<file path="src/rtl/voice_fetch_scheduler.sv">
// Per-sample voice fetch scheduler for the sampler playback path.
// On every sample tick it visits the voice slots in index order. For each
// playing voice it fetches one sample over a single-outstanding Avalon-MM
// read master and adds it to a wide accumulator. At the end of the frame it
// emits one saturated mix sample. The block owns the per-voice playback
// offsets, loop/one-shot termination and the sticky overrun flag.
module voice_fetch_scheduler #(
   parameter int NUM_VOICES = 4,
   parameter int ADDR_W     = 25,
   parameter int DATA_W     = 16
) (
   input  logic                         clk_clk,
   input  logic                         reset_reset_n,
   input  logic                         sample_tick,
   input  logic [NUM_VOICES-1:0]        voice_en,
   input  logic [NUM_VOICES-1:0]        voice_loop,
   input  logic [NUM_VOICES*ADDR_W-1:0] voice_base,
   input  logic [NUM_VOICES*ADDR_W-1:0] voice_len,
   output logic [ADDR_W-1:0]            mem_address,
   output logic                         mem_read,
   input  logic                         mem_waitrequest,
   input  logic [DATA_W-1:0]            mem_readdata,
   input  logic                         mem_readdatavalid,
   output logic [DATA_W-1:0]            mix_out,
   output logic                         mix_valid,
   output logic [NUM_VOICES-1:0]        voice_playing,
   output logic                         overrun,
   input  logic                         overrun_clr
);

   // Three guard bits: up to eight full-scale samples cannot overflow.
   localparam int ACC_W = DATA_W + 3;
   localparam int IDX_W = (NUM_VOICES > 1) ? $clog2(NUM_VOICES) : 1;
   localparam logic [IDX_W-1:0] LAST_IDX = IDX_W'(NUM_VOICES - 1);

   localparam logic [2:0] ST_IDLE   = 3'd0;
   localparam logic [2:0] ST_SELECT = 3'd1;
   localparam logic [2:0] ST_ISSUE  = 3'd2;
   localparam logic [2:0] ST_WAIT   = 3'd3;
   localparam logic [2:0] ST_DONE   = 3'd4;

   // Clamp the accumulator into the signed DATA_W output range.
   function automatic logic [DATA_W-1:0] sat_mix(input logic [ACC_W-1:0] a);
      logic [DATA_W-1:0] res;
      if (a[ACC_W-1:DATA_W-1] == {(ACC_W-DATA_W+1){a[ACC_W-1]}}) begin
         res = a[DATA_W-1:0];
      end else if (a[ACC_W-1]) begin
         res = {1'b1, {(DATA_W-1){1'b0}}};
      end else begin
         res = {1'b0, {(DATA_W-1){1'b1}}};
      end
      return res;
   endfunction

   logic [2:0]              state_r;
   logic [IDX_W-1:0]        idx_r;
   logic [ACC_W-1:0]        acc_r;
   logic [ADDR_W-1:0]       offset_r [NUM_VOICES];
   logic [NUM_VOICES-1:0]   playing_r;
   logic [NUM_VOICES-1:0]   en_prev_r;
   logic [ADDR_W-1:0]       mem_address_r;
   logic                    mem_read_r;
   logic [DATA_W-1:0]       mix_out_r;
   logic                    mix_valid_r;
   logic                    overrun_r;

   logic [ADDR_W-1:0]       base_s [NUM_VOICES];
   logic [ADDR_W-1:0]       len_s  [NUM_VOICES];
   logic [NUM_VOICES-1:0]   rise_s;
   logic [NUM_VOICES-1:0]   advance_s;
   logic                    rdv_done_s;
   logic                    at_end_s;
   logic [ACC_W-1:0]        sample_ext_s;

   assign mem_address   = mem_address_r;
   assign mem_read      = mem_read_r;
   assign mix_out       = mix_out_r;
   assign mix_valid     = mix_valid_r;
   assign voice_playing = playing_r;
   assign overrun       = overrun_r;

   // Unpack per-voice configuration and derive gate edges and offset steps.
   always_comb begin
      rise_s    = '0;
      advance_s = '0;
      for (int i = 0; i < NUM_VOICES; i++) begin
         base_s[i]    = voice_base[i*ADDR_W +: ADDR_W];
         len_s[i]     = voice_len[i*ADDR_W +: ADDR_W];
         rise_s[i]    = voice_en[i] & ~en_prev_r[i] & (len_s[i] != '0);
         advance_s[i] = (state_r == ST_WAIT) && mem_readdatavalid && (idx_r == IDX_W'(i));
      end
   end

   // Frame-level helpers for the voice currently being serviced.
   always_comb begin
      rdv_done_s   = (state_r == ST_WAIT) && mem_readdatavalid;
      at_end_s     = (offset_r[idx_r] == (len_s[idx_r] - ADDR_W'(1'b1)));
      sample_ext_s = {{(ACC_W-DATA_W){mem_readdata[DATA_W-1]}}, mem_readdata};
   end

   // Per-voice gating, playback offsets and one-shot termination.
   always_ff @(posedge clk_clk) begin
      if (!reset_reset_n) begin
         playing_r <= '0;
         en_prev_r <= '0;
         for (int i = 0; i < NUM_VOICES; i++) begin
            offset_r[i] <= '0;
         end
      end else begin
         en_prev_r <= voice_en;
         for (int i = 0; i < NUM_VOICES; i++) begin
            if (rise_s[i]) begin
               offset_r[i]  <= '0;
               playing_r[i] <= 1'b1;
            end else begin
               if (advance_s[i]) begin
                  if (at_end_s) begin
                     offset_r[i] <= '0;
                     if (!voice_loop[i]) begin
                        playing_r[i] <= 1'b0;
                     end
                  end else begin
                     offset_r[i] <= offset_r[i] + ADDR_W'(1'b1);
                  end
               end
               // A released key stops the voice at once; an outstanding
               // read still completes and is mixed into this frame.
               if (!voice_en[i]) begin
                  playing_r[i] <= 1'b0;
               end
            end
         end
      end
   end

   // Frame sequencer: walk voices, drive the read master, accumulate, emit.
   always_ff @(posedge clk_clk) begin
      if (!reset_reset_n) begin
         state_r       <= ST_IDLE;
         idx_r         <= '0;
         acc_r         <= '0;
         mem_address_r <= '0;
         mem_read_r    <= 1'b0;
         mix_out_r     <= '0;
         mix_valid_r   <= 1'b0;
      end else begin
         mix_valid_r <= 1'b0;
         case (state_r)
            ST_IDLE: begin
               // Late readdatavalid from an aborted frame is ignored here.
               if (sample_tick) begin
                  acc_r   <= '0;
                  idx_r   <= '0;
                  state_r <= ST_SELECT;
               end
            end
            ST_SELECT: begin
               if (playing_r[idx_r]) begin
                  mem_read_r    <= 1'b1;
                  mem_address_r <= base_s[idx_r] + offset_r[idx_r];
                  state_r       <= ST_ISSUE;
               end else if (idx_r == LAST_IDX) begin
                  state_r <= ST_DONE;
               end else begin
                  idx_r <= idx_r + IDX_W'(1'b1);
               end
            end
            ST_ISSUE: begin
               // Address and read stay registered while the slave stalls.
               if (!mem_waitrequest) begin
                  mem_read_r <= 1'b0;
                  state_r    <= ST_WAIT;
               end
            end
            ST_WAIT: begin
               if (rdv_done_s) begin
                  acc_r <= acc_r + sample_ext_s;
                  if (idx_r == LAST_IDX) begin
                     state_r <= ST_DONE;
                  end else begin
                     idx_r   <= idx_r + IDX_W'(1'b1);
                     state_r <= ST_SELECT;
                  end
               end
            end
            ST_DONE: begin
               mix_out_r   <= sat_mix(acc_r);
               mix_valid_r <= 1'b1;
               state_r     <= ST_IDLE;
            end
            default: begin
               mem_read_r <= 1'b0;
               state_r    <= ST_IDLE;
            end
         endcase
      end
   end

   // Sticky overrun: a tick outside IDLE is dropped and flagged; set beats clear.
   always_ff @(posedge clk_clk) begin
      if (!reset_reset_n) begin
         overrun_r <= 1'b0;
      end else if (sample_tick && (state_r != ST_IDLE)) begin
         overrun_r <= 1'b1;
      end else if (overrun_clr) begin
         overrun_r <= 1'b0;
      end else begin
         overrun_r <= overrun_r;
      end
   end

endmodule

</file>
<file path="config.mk">
export PLATFORM = sky130hd
export DESIGN_NAME = voice_fetch_scheduler
export DESIGN_NICKNAME = d
export VERILOG_FILES = /design/src/rtl/voice_fetch_scheduler.sv
export SDC_FILE = /design/constraint.sdc
export NUM_CORES = 1
export LEC_CHECK = 0
export ABC_AREA = 0
export BUFFER_PORTS_ARGS = -buffer_cell sky130_fd_sc_hd__buf_4
export CAP_MARGIN = 20
export CORE_ASPECT_RATIO = 1.5
export CORE_MARGIN = 5
export CORE_UTILIZATION = 51
export DETAILED_ROUTE_END_ITERATION = 16
export PLACE_DENSITY_LB_ADDON = 0.2
export REMOVE_ABC_BUFFERS = 1
export SYNTH_ARGS = -nofsm -noshare
export SYNTH_HDL_FRONTEND = slang
export SYNTH_SLANG_ARGS = --single-unit
</file>
<file path="constraint.sdc">
create_clock -name clk_clk -period 4.3 [get_ports clk_clk]
set_input_delay 0.215 -clock clk_clk [delete_from_list [all_inputs] [get_ports clk_clk]]
set_output_delay 0.215 -clock clk_clk [all_outputs]
set_load 0.05 [all_outputs]
</file>
## Word level (Yosys, flattened, before mapping)

Memories as Yosys holds them, arrays and structs flattened. A register that Yosys moved wholly into a read port is not among the register bits.
Index checks and enable logic that the tools add are counted.
Widths: inputs -> output; s select.

| operators by class | value |
|---|---|
| $add $sub $neg | 8 |
| magnitude comparators | 2 |
| equal/unequal tests | 27 |
| mux-type cells | 112 |
| bitwise logic cells | 26 |
| reduce and logical (&&, ||, !) cells | 26 |

Operators with widths:

| operator | number |
|---|---|
| $mux 25 | 16 |
| $add 25x1->25 const B | 4 |
| $bmux 25 s2 | 2 |
| $reduce_bool 25->1 | 4 |
| $mux 1 | 73 |
| $mux 19 | 2 |
| $pmux 19 s2 | 1 |
| $mux 16 | 2 |
| $add 25x25->25 | 1 |
| $eq 25x25->1 | 1 |
| $sub 25x1->25 const B | 1 |
| $ne 3x1->1 const B | 8 |
| $add 19x19->19 | 1 |
| $mux 3 | 6 |
| $reduce_and 3->1 | 6 |
| $mux 2 | 6 |
| $ne 3x2->1 const B | 4 |
| $or 1x1->1 | 12 |
| $pmux 3 s4 | 1 |
| $ne 2x2->1 const B | 5 |
| $and 1x1->1 | 8 |
| $reduce_and 4->1 | 2 |
| $eq 3x2->1 const B | 2 |
| $logic_and 1x1->1 | 6 |
| 20 further kinds | 27 |

| word-level totals | value |
|---|---|
| register bits after elaboration | 76 |
| memory bits (writable) | 100 |
| output and inout bits | 48 |
| logic and storage cells | 215 |
| memories kept | 1 |

Memories:

| name | words | width | rd ports | clocked after memory_dff | wr ports | line | text |
|---|---|---|---|---|---|---|---|
| offset_r | 4 | 25 | 5 | 1 | 4 | 58 | `logic [ADDR_W-1:0] offset_r [NUM_VOICES];` |

## Longest topological paths before layout

Gate-level depths: netlist (run 1).

| logic depth | value |
|---|---|
| depth in word-level cells | 13 |
| gate-level depth with buffers | 19 |
| gate-level depth less buffers | 13 |

## Worst setup path after synthesis (run 1)

Ideal clock, no wire load.

| timing | value |
|---|---|
| path type | reg2reg |
| start | register idx_r[1] |
| end | memory offset_r[0][0] (enable) |
| data arrival time | 4261 ps |
| required time | 3804 ps |
| path slack | -457 ps |
| stages on the path, launching flop included | 7 |
| path through | dfxtp_1 > buf_2 > buf_2 > buf_2 > buf_2 > buf_1 > o311ai_0 |

RTL lines:

| element | line | text |
|---|---|---|
| start, declared | 56 | `logic [IDX_W-1:0] idx_r;` |
| start signal, assigned | 165 | `idx_r <= idx_r + IDX_W'(1'b1);` |
| start signal, assigned | 181 | `idx_r <= idx_r + IDX_W'(1'b1);` |
| end, declared | 58 |  |

## Worst setup path in the final report (run 1)

| timing | value |
|---|---|
| start | register idx_r[0] |
| end | register mem_address_r[24] (netlist: mem_address[24]) |

| on the way | value |
|---|---|
| cells in the longest elaborated chain, start to end | 5 |
| elaborated cells on any way between the ends | 8 |

Ends and longest elaborated chain:

| element | line | text |
|---|---|---|
| $not 2->3 (not written as such) | 160 | `mem_address_r <= base_s[idx_r] + offset_r[idx_r];` |
| $bmux 25 s2 | 160 |  |
| $mux 25 (not written as such) (2 in series) | 160 |  |
| $add 25x25->25 | 160 |  |
| end signal, assigned | 160 |  |
| end, declared | 61 | `logic [ADDR_W-1:0] mem_address_r;` |

Several ways; a longest one is shown, not always the timed one. The select of a mux whose other input is x is not followed.
A chain may end at the register's enable or synchronous reset.

==> qor.csv, run 1 <==
stage;metric;value;unit
timing;fin_crit;3.95;ns
setup_path;path_buf_inv;2;
setup_path;cp_cell_sequence;buf_12 -> buf_16 -> mux4_2 -> ha_1 -> a21o_1 -> a21o_1 -> a21o_1 -> or3_1 -> o2111ai_1 -> a21oi_1 -> or4_1 -> a31oi_1;
power_and_ir_drop;peakVddDrop;315;uV
timing;finalHoldWorstSlack;0.0335;ns
setup_path;cp.required;4.67;ns
die;core_area;25100;um^2
global_route;antenna_found_initial;0;
die;core.rowCount;71;
clock_network;cts-root-buf;clkbuf_16;
global_route;first_global_vias;12133;
global_route;overflow;0;
route;drtAntennaViolNets;0;
route;wire_per_inst;21.9;um
global_route;grt_use_total;28.8;%
setup_path;r2r_slack;0.35;ns
logic_synthesis;synthCells;1339;
global_route;grt_pass1_wl;64.7;mm
logic_synthesis;ys_seq_area_share;35.3;%
route;wl;42.7;mm
clock_network;h-tree-depth;4;
logic_synthesis;syn-cell-area;12900;um^2
job;drv_cap;0;
placement;dpl.hpwl;34.3;mm
route;dr_total_vias;11985;
setup_path;crit_type;flop to flop;
logic_synthesis;synth_edf_count;100;
timing;relSlewSlack;25.8;%
cells_and_area;fillCellCount;2106;
logic_synthesis;synth_common_cells;nor2_1, edfxtp_1, nand2_1;
cells_and_area;drive_above_1_share;27.0;%
placement;gp_congestion;0.985;
worst_hold_path;holdCritPathClass;input pin to flop;
setup_path;slowest_stage;mux4_2;
die;start_util;51.6;%
logic_synthesis;syn_avg_cell_area;9.65;um^2
clock_network;cts_made_buffers;17;
route;drc;0;
timing;final-setup-viol-count;0;
timing;slew_viol_final;0;
placement;portBuffers;277;
logic_synthesis;ys_warn_count;0;
placement;place_ws;-0.0620;ns
power_and_ir_drop;p_leak;6.25;nW
route;dr.pass1.iters;5;
setup_path;max_stage_delay;0.54;ns
logic_synthesis;synth-seq-cells;178;
route;drt-initial-drc-count;953;
logic_synthesis;synth_top_area_share;23.2;%
logic_synthesis;yosysMostFrequentCell;nor2_1;
die;die-area;28700;um^2
logic_synthesis;synth_ff_type;edfxtp_1;
setup_path;crit_path_frequent_cell;a21o_1;
logic_synthesis;synth_top_cells_by_area;edfxtp_1, mux4_2, dfxtp_1, nor2_1, xor2_1;
setup_path;cp-start-kind;flop;
clock_network;clock_latency;0.45;ns
setup_path;worstPathArrival;4.32;ns
cells_and_area;n_antenna_cell;0;
global_route;grt_max_degree;43;
timing;rsz0062_at_grt;false;
logic_synthesis;synth.largest_area_cell;edfxtp_1;
power_and_ir_drop;power-per-cell-area;352;nW/um^2
setup_path;worstSetupEndpointType;flop;
clock_network;clk_pin_slew_worst_paths;0.07;ns
run_status;status;finished clean;
clock_network;cts_sinks;178;
timing;skew;0.0103;ns
timing;finalWorstSetupSlack;0.350;ns
cells_and_area;multi_input_area;8040;um^2
timing;max_freq;253;MHz
logic_synthesis;async_flop_share;0;%
route;routed_via_density;6.14;
cells_and_area;area_delta_synth_final;24.9;%
setup_path;cp_max_fo;13;
timing;fin_crit_sh;91.9;%
die;io_pins;278;
die;die_h;205;um
clock_network;clk_path_buf_depth;2;
die;die_w;140;um
cells_and_area;nets;1889;
cells_and_area;regArea;4570;um^2
timing;finalHoldViolCount;0;
logic_synthesis;synth_cell_types;71;
setup_path;cp_top_family;compound AO/OA/AOI/OAI gates;
clock_network;cts_tree;built;
timing;tightest_slew;1.10;ns
## registers in the layout, summed over array words and instances, names as in the netlist, named ones only
name,cells
en_prev_r,4
mem_read,1
overrun,1
acc_r,19
voice_playing,4
idx_r,2
mem_address,25
mix_out,16
state_r,3
offset_r,100
mix_valid,1
## per-layer routing
| metal | vias to the layer above | part of all wire, % | global-route usage, % |
|---|---|---|---|
| li1 | 5541 | - | - |
| met1 | 5768 | 35 | 32.5 |
| met2 | 543 | 52 | 51.8 |
| met3 | 133 | 7.0 | 5.00 |
| met4 | 0 | 5.5 | 15.2 |
| met5 | - | 0 | 0 |
## per-stage QoR
step                      TNS [ns]  std cells  utilization (%)  instance area (um^2)  power (mW)
after floorplan            -157.13       1281                -                 12600        3.35
after global placement           0       1911             61.3                 15400        3.97
after detailed placement    -0.659       1911             61.3                 15400        4.00
after CTS                        0       1946             63.9                 16000        5.63
after global routing             0       1951             64.4                 16100        5.93
final                            0       1951             64.4                 16100        5.68
## layout make-up
| class | count | share of cell area [%] |
|---|---|---|
| clock buffers | 18 | 2.66 |
| well taps | 328 | 2.54 |
| inverters | 30 | 0.698 |
| flip-flops and latches | 178 | 28.3 |
| clock inverters | 14 | 1.06 |
| repair buffers | 309 | 14.9 |
| multi-input cells | 1074 | 49.8 |
## layout by cell type (no fill, tap or decap), types with 29 or more instances in the layout
cell type and instances:
buf_4 301, nor2_1 198, edfxtp_1 100, nand2_1 93, a21oi_1 88, xor2_1 79, mux4_2 77, dfxtp_1 75
xnor2_1 73, nand3_1 69, ha_1 47, nor3_1 34, nand4_1 31, o21ai_0 30, inv_1 29
## power breakdown
group / internal (mW) / switching (mW)
registers: 1.89 / 0.131
logic: 0.887 / 1.13
clock network: 0.881 / 0.760
total: 3.66 / 2.02
## worst register-to-register path: cells and delay by family (launching register included)
| kind | cells | cell delay (ns) |
|---|---|---|
| muxes | 1 | 0.55 |
| buffers and inverters | 2 | 0.27 |
| AOI/OAI and AO/OA | 6 | 1.38 |
| and+or+nand+nor | 2 | 0.88 |
| adders and majority gates | 1 | 0.38 |
| DFF | 1 | 0.41 |
## worst paths after layout
kind / from / end / cells after the start
worst min register to register: mem_address[15]$_SDFFE_PN0P_ / mem_address[15]$_SDFFE_PN0P_ / 2
worst min-delay path: voice_en[1] / en_prev_r[1]$_SDFF_PN0_ / 2
worst max-delay path: idx_r[0]$_SDFFE_PN0P_ / mem_address[24]$_SDFFE_PN0P_ / 12
worst max register to register: idx_r[0]$_SDFFE_PN0P_ / mem_address[24]$_SDFFE_PN0P_ / 12
## what timing repair did
item,4_1_cts,5_1_grt
gates resized for setup,2,6
gates cloned,0,1
buffers inserted,0,3
endpoints found under the hold margin,3,0
hold buffers,3,0
pin swaps,0,1
setup endpoints to repair,29,99
## kinds of logic after synthesis
kind of cell | share of synthesized area (%)
compound gates | 10.8
xor+xnor | 10.3
buf+inv | 3.01
flops | 35.3
simple gates | 21.8
mux | 14.0
fa+ha+maj | 4.86
No activity file was read; power rests on OpenSTA's default activity.
==> run 2: changes to the inputs <==
--- a/config.mk
+++ b/config.mk
@@ -9,8 +9,7 @@
 export BUFFER_PORTS_ARGS = -buffer_cell sky130_fd_sc_hd__buf_4
 export CAP_MARGIN = 20
 export CORE_ASPECT_RATIO = 1.5
-export CORE_MARGIN = 5
-export CORE_UTILIZATION = 51
+export CORE_UTILIZATION = 56
 export DETAILED_ROUTE_END_ITERATION = 16
 export PLACE_DENSITY_LB_ADDON = 0.2
 export REMOVE_ABC_BUFFERS = 1
==> constraint.sdc (replaced) <==
create_clock -name clk_clk -period 3.7 [get_ports clk_clk]
set_input_delay 0.185 -clock clk_clk [delete_from_list [all_inputs] [get_ports clk_clk]]
set_output_delay 0.185 -clock clk_clk [all_outputs]
set_load 0.1 [all_outputs]
==> qor.csv, run 2 (synthesized netlist as in run 1, its figures left out) <==
stage;metric;value;unit;change
run_status;status;finished clean;;
cells_and_area;drive_above_1_share;30.6;%;+3.6 points
timing;final-setup-viol-count;0;;unchanged
die;start_util;57.5;%;+5.9 points
power_and_ir_drop;power-per-cell-area;409;nW/um^2;+16%
cells_and_area;largest_reg_flops;100;;unchanged
route;drtAntennaViolNets;0;;unchanged
worst_hold_path;holdPathStages;3;;+1
setup_path;r2r_end;offset_r[1][0]$_SDFFCE_PN0P_;;
setup_path;worstSetupEndpointType;flop;;
die;die-area;23700;um^2;-17%
global_route;antenna_found_initial;1;;+1
global_route;grt_max_degree;34;;-21%
route;dr_total_vias;12412;;+3.6%
clock_network;cts-root-buf;clkbuf_16;;
placement;dpl.hpwl;33.2;mm;-3.2%
timing;fin_crit_sh;98.9;%;+7.1 points
clock_network;cts_made_buffers;17;;unchanged
timing;finalHoldViolCount;0;;unchanged
setup_path;reg2reg_from;idx_r[0]$_SDFFE_PN0P_;;
setup_path;cp-start-kind;flop;;
timing;tightest_slew;1.01;ns;-0.0921 ns
clock_network;clk_pin_slew_worst_paths;0.07;ns;about the same
cells_and_area;final_common_cell;buf_4;;
cells_and_area;fillCellCount;1653;;-22%
route;drt-initial-drc-count;1004;;+5.4%
worst_hold_path;holdCritPathClass;input pin to flop;;
placement;gp_congestion;1.04;;+5.2%
setup_path;crit_type;flop to flop;;
timing;setup-tns-final;0;ns;unchanged
die;io_pins;278;;unchanged
cells_and_area;multi_input_area;8150;um^2;+1.3%
power_and_ir_drop;power_switching;2.57;mW;+27%
die;core.rowCount;67;;-5.6%
cells_and_area;regArea;4570;um^2;about the same
die;core_area;22500;um^2;-10%
route;dr.pass1.iters;6;;+1
timing;fin_crit;3.66;ns;-0.290 ns
clock_network;h-tree-depth;4;;unchanged
clock_network;clock_latency;0.45;ns;about the same
route;drc;0;;unchanged
die;die_w;126;um;-10%
global_route;grt_pass1_wl;64.2;mm;-0.74%
power_and_ir_drop;p_leak;6.61;nW;+5.8%
power_and_ir_drop;peakVddDrop;367;uV;+16%
clock_network;cts_sinks;178;;unchanged
global_route;overflow;0;;unchanged
power_and_ir_drop;power.internal;4.28;mW;+17%
power_and_ir_drop;p_clk_share;26.3;%;-2.6 points
timing;relSlewSlack;32.7;%;+6.9 points
worst_hold_path;min_from;overrun_clr;;
setup_path;r2r_slack;0.04;ns;-0.31 ns
global_route;grt_use_total;35.2;%;+6.4 points
setup_path;worstPathArrival;3.86;ns;-0.46 ns
route;wire_per_inst;21.6;um;-1.1%
timing;rsz0062_at_grt;true;;
timing;skew;0.0122;ns;+0.00190 ns
cells_and_area;top_register;offset_r;;
setup_path;cp.required;3.90;ns;-0.77 ns
clock_network;cts_tree;built;;
power_and_ir_drop;p_comb_share;39.5;%;+4.0 points
placement;portBuffers;277;;unchanged
route;routed_via_density;6.34;;+3.2%
setup_path;reg2reg_depth;12;;unchanged
job;drv_cap;0;;unchanged
timing;finalHoldWorstSlack;0.0124;ns;-0.0211 ns
cells_and_area;area_delta_synth_final;29.6;%;
cells_and_area;nets;1947;;+3.1%
cells_and_area;final_cell_mix;buf_4, nor2_1, edfxtp_1;;
timing;slew_viol_final;0;;unchanged
worst_hold_path;min_to;overrun$_SDFFE_PN0P_;;
power_and_ir_drop;p_sw_share;37.5;%;+2.0 points
clock_network;clk_path_buf_depth;2;;unchanged
die;die_h;188;um;-8.2%
global_route;first_global_vias;12428;;+2.4%
timing;max_freq;273;MHz;+7.9%
power_and_ir_drop;power_frac_seq;34.2;%;-1.5 points
route;wl;42.4;mm;-0.79%
setup_path;cp_max_fo;13;;unchanged
## run 2: worst max-delay path by stage
stage,startpoint,to,depth (start not counted)
floorplan,idx_r[0]$_SDFFE_PN0P_,offset_r[1][10]$_SDFFCE_PN0P_,9
global placement,idx_r[0]$_SDFFE_PN0P_,offset_r[3][3]$_SDFFCE_PN0P_,12
detailed placement,idx_r[0]$_SDFFE_PN0P_,mem_address[24]$_SDFFE_PN0P_,12
CTS,idx_r[0]$_SDFFE_PN0P_,offset_r[3][10]$_SDFFCE_PN0P_,12
global route,idx_r[0]$_SDFFE_PN0P_,offset_r[1][0]$_SDFFCE_PN0P_,13
finish,idx_r[0]$_SDFFE_PN0P_,offset_r[1][0]$_SDFFCE_PN0P_,12
## run 2: repair_timing
action | CTS | global route
gates resized for setup | 1 | 32
setup endpoints to repair | 99 | 109
pin swaps | 0 | 10
hold endpoints to repair | 4 | 0
buffers inserted | 3 | 3
hold buffers | 4 | 0
gates cloned | 0 | 4
## run 2: final cells by class
| type | count | area share (%) |
|---|---|---|
| antenna | 1 | 0.0149 |
| clock buffer | 17 | 2.54 |
| clock inverter | 15 | 0.859 |
| inverter | 30 | 0.672 |
| multi-input combinational | 1073 | 48.6 |
| sequential | 178 | 27.3 |
| tap | 276 | 2.06 |
| timing repair buffer | 368 | 17.9 |
## run 2: per-stage QoR
stage	std cells	setup WS, ns	utilization, %	power, mW	instance area, um^2
floorplan	1281	-1.76	-	4.03	12600
global placement	1910	-0.00422	70.3	4.89	15800
detailed placement	1910	-0.0604	70.3	4.94	15800
CTS	1949	0.0339	73.2	6.74	16400
global route	1958	-0.0869	74.6	7.13	16800
finish	1958	0.0398	74.6	6.85	16800
## run 2: metal layers
metal	GRT usage (%)	wire, um
met2	64.5	22500
met4	20.2	2380
met1	38.4	15000
met3	5.08	2450
met5	0	0
## run 2: power groups by stage
stage	clock network (mW)	registers, mW	logic (mW)
after floorplan	0	2.68	1.35
after global placement	0	2.40	2.50
after detailed placement	0	2.40	2.54
after CTS	1.81	2.34	2.59
after global routing	1.89	2.36	2.88
final	1.80	2.35	2.70
## run 2: critical path: stages, from the launching register on
cell and delay, ns:
dfxtp_4 0.38, buf_12 0.16, mux4_2 0.59, buf_6 0.17, nor4_4 0.29, nand4b_1 0.24, a2111oi_4 0.40, o22ai_2 0.16
nor4_4 0.32, a31oi_4 0.24, nand3_4 0.22, clkbuf_16 0.18, nor2_1 0.04
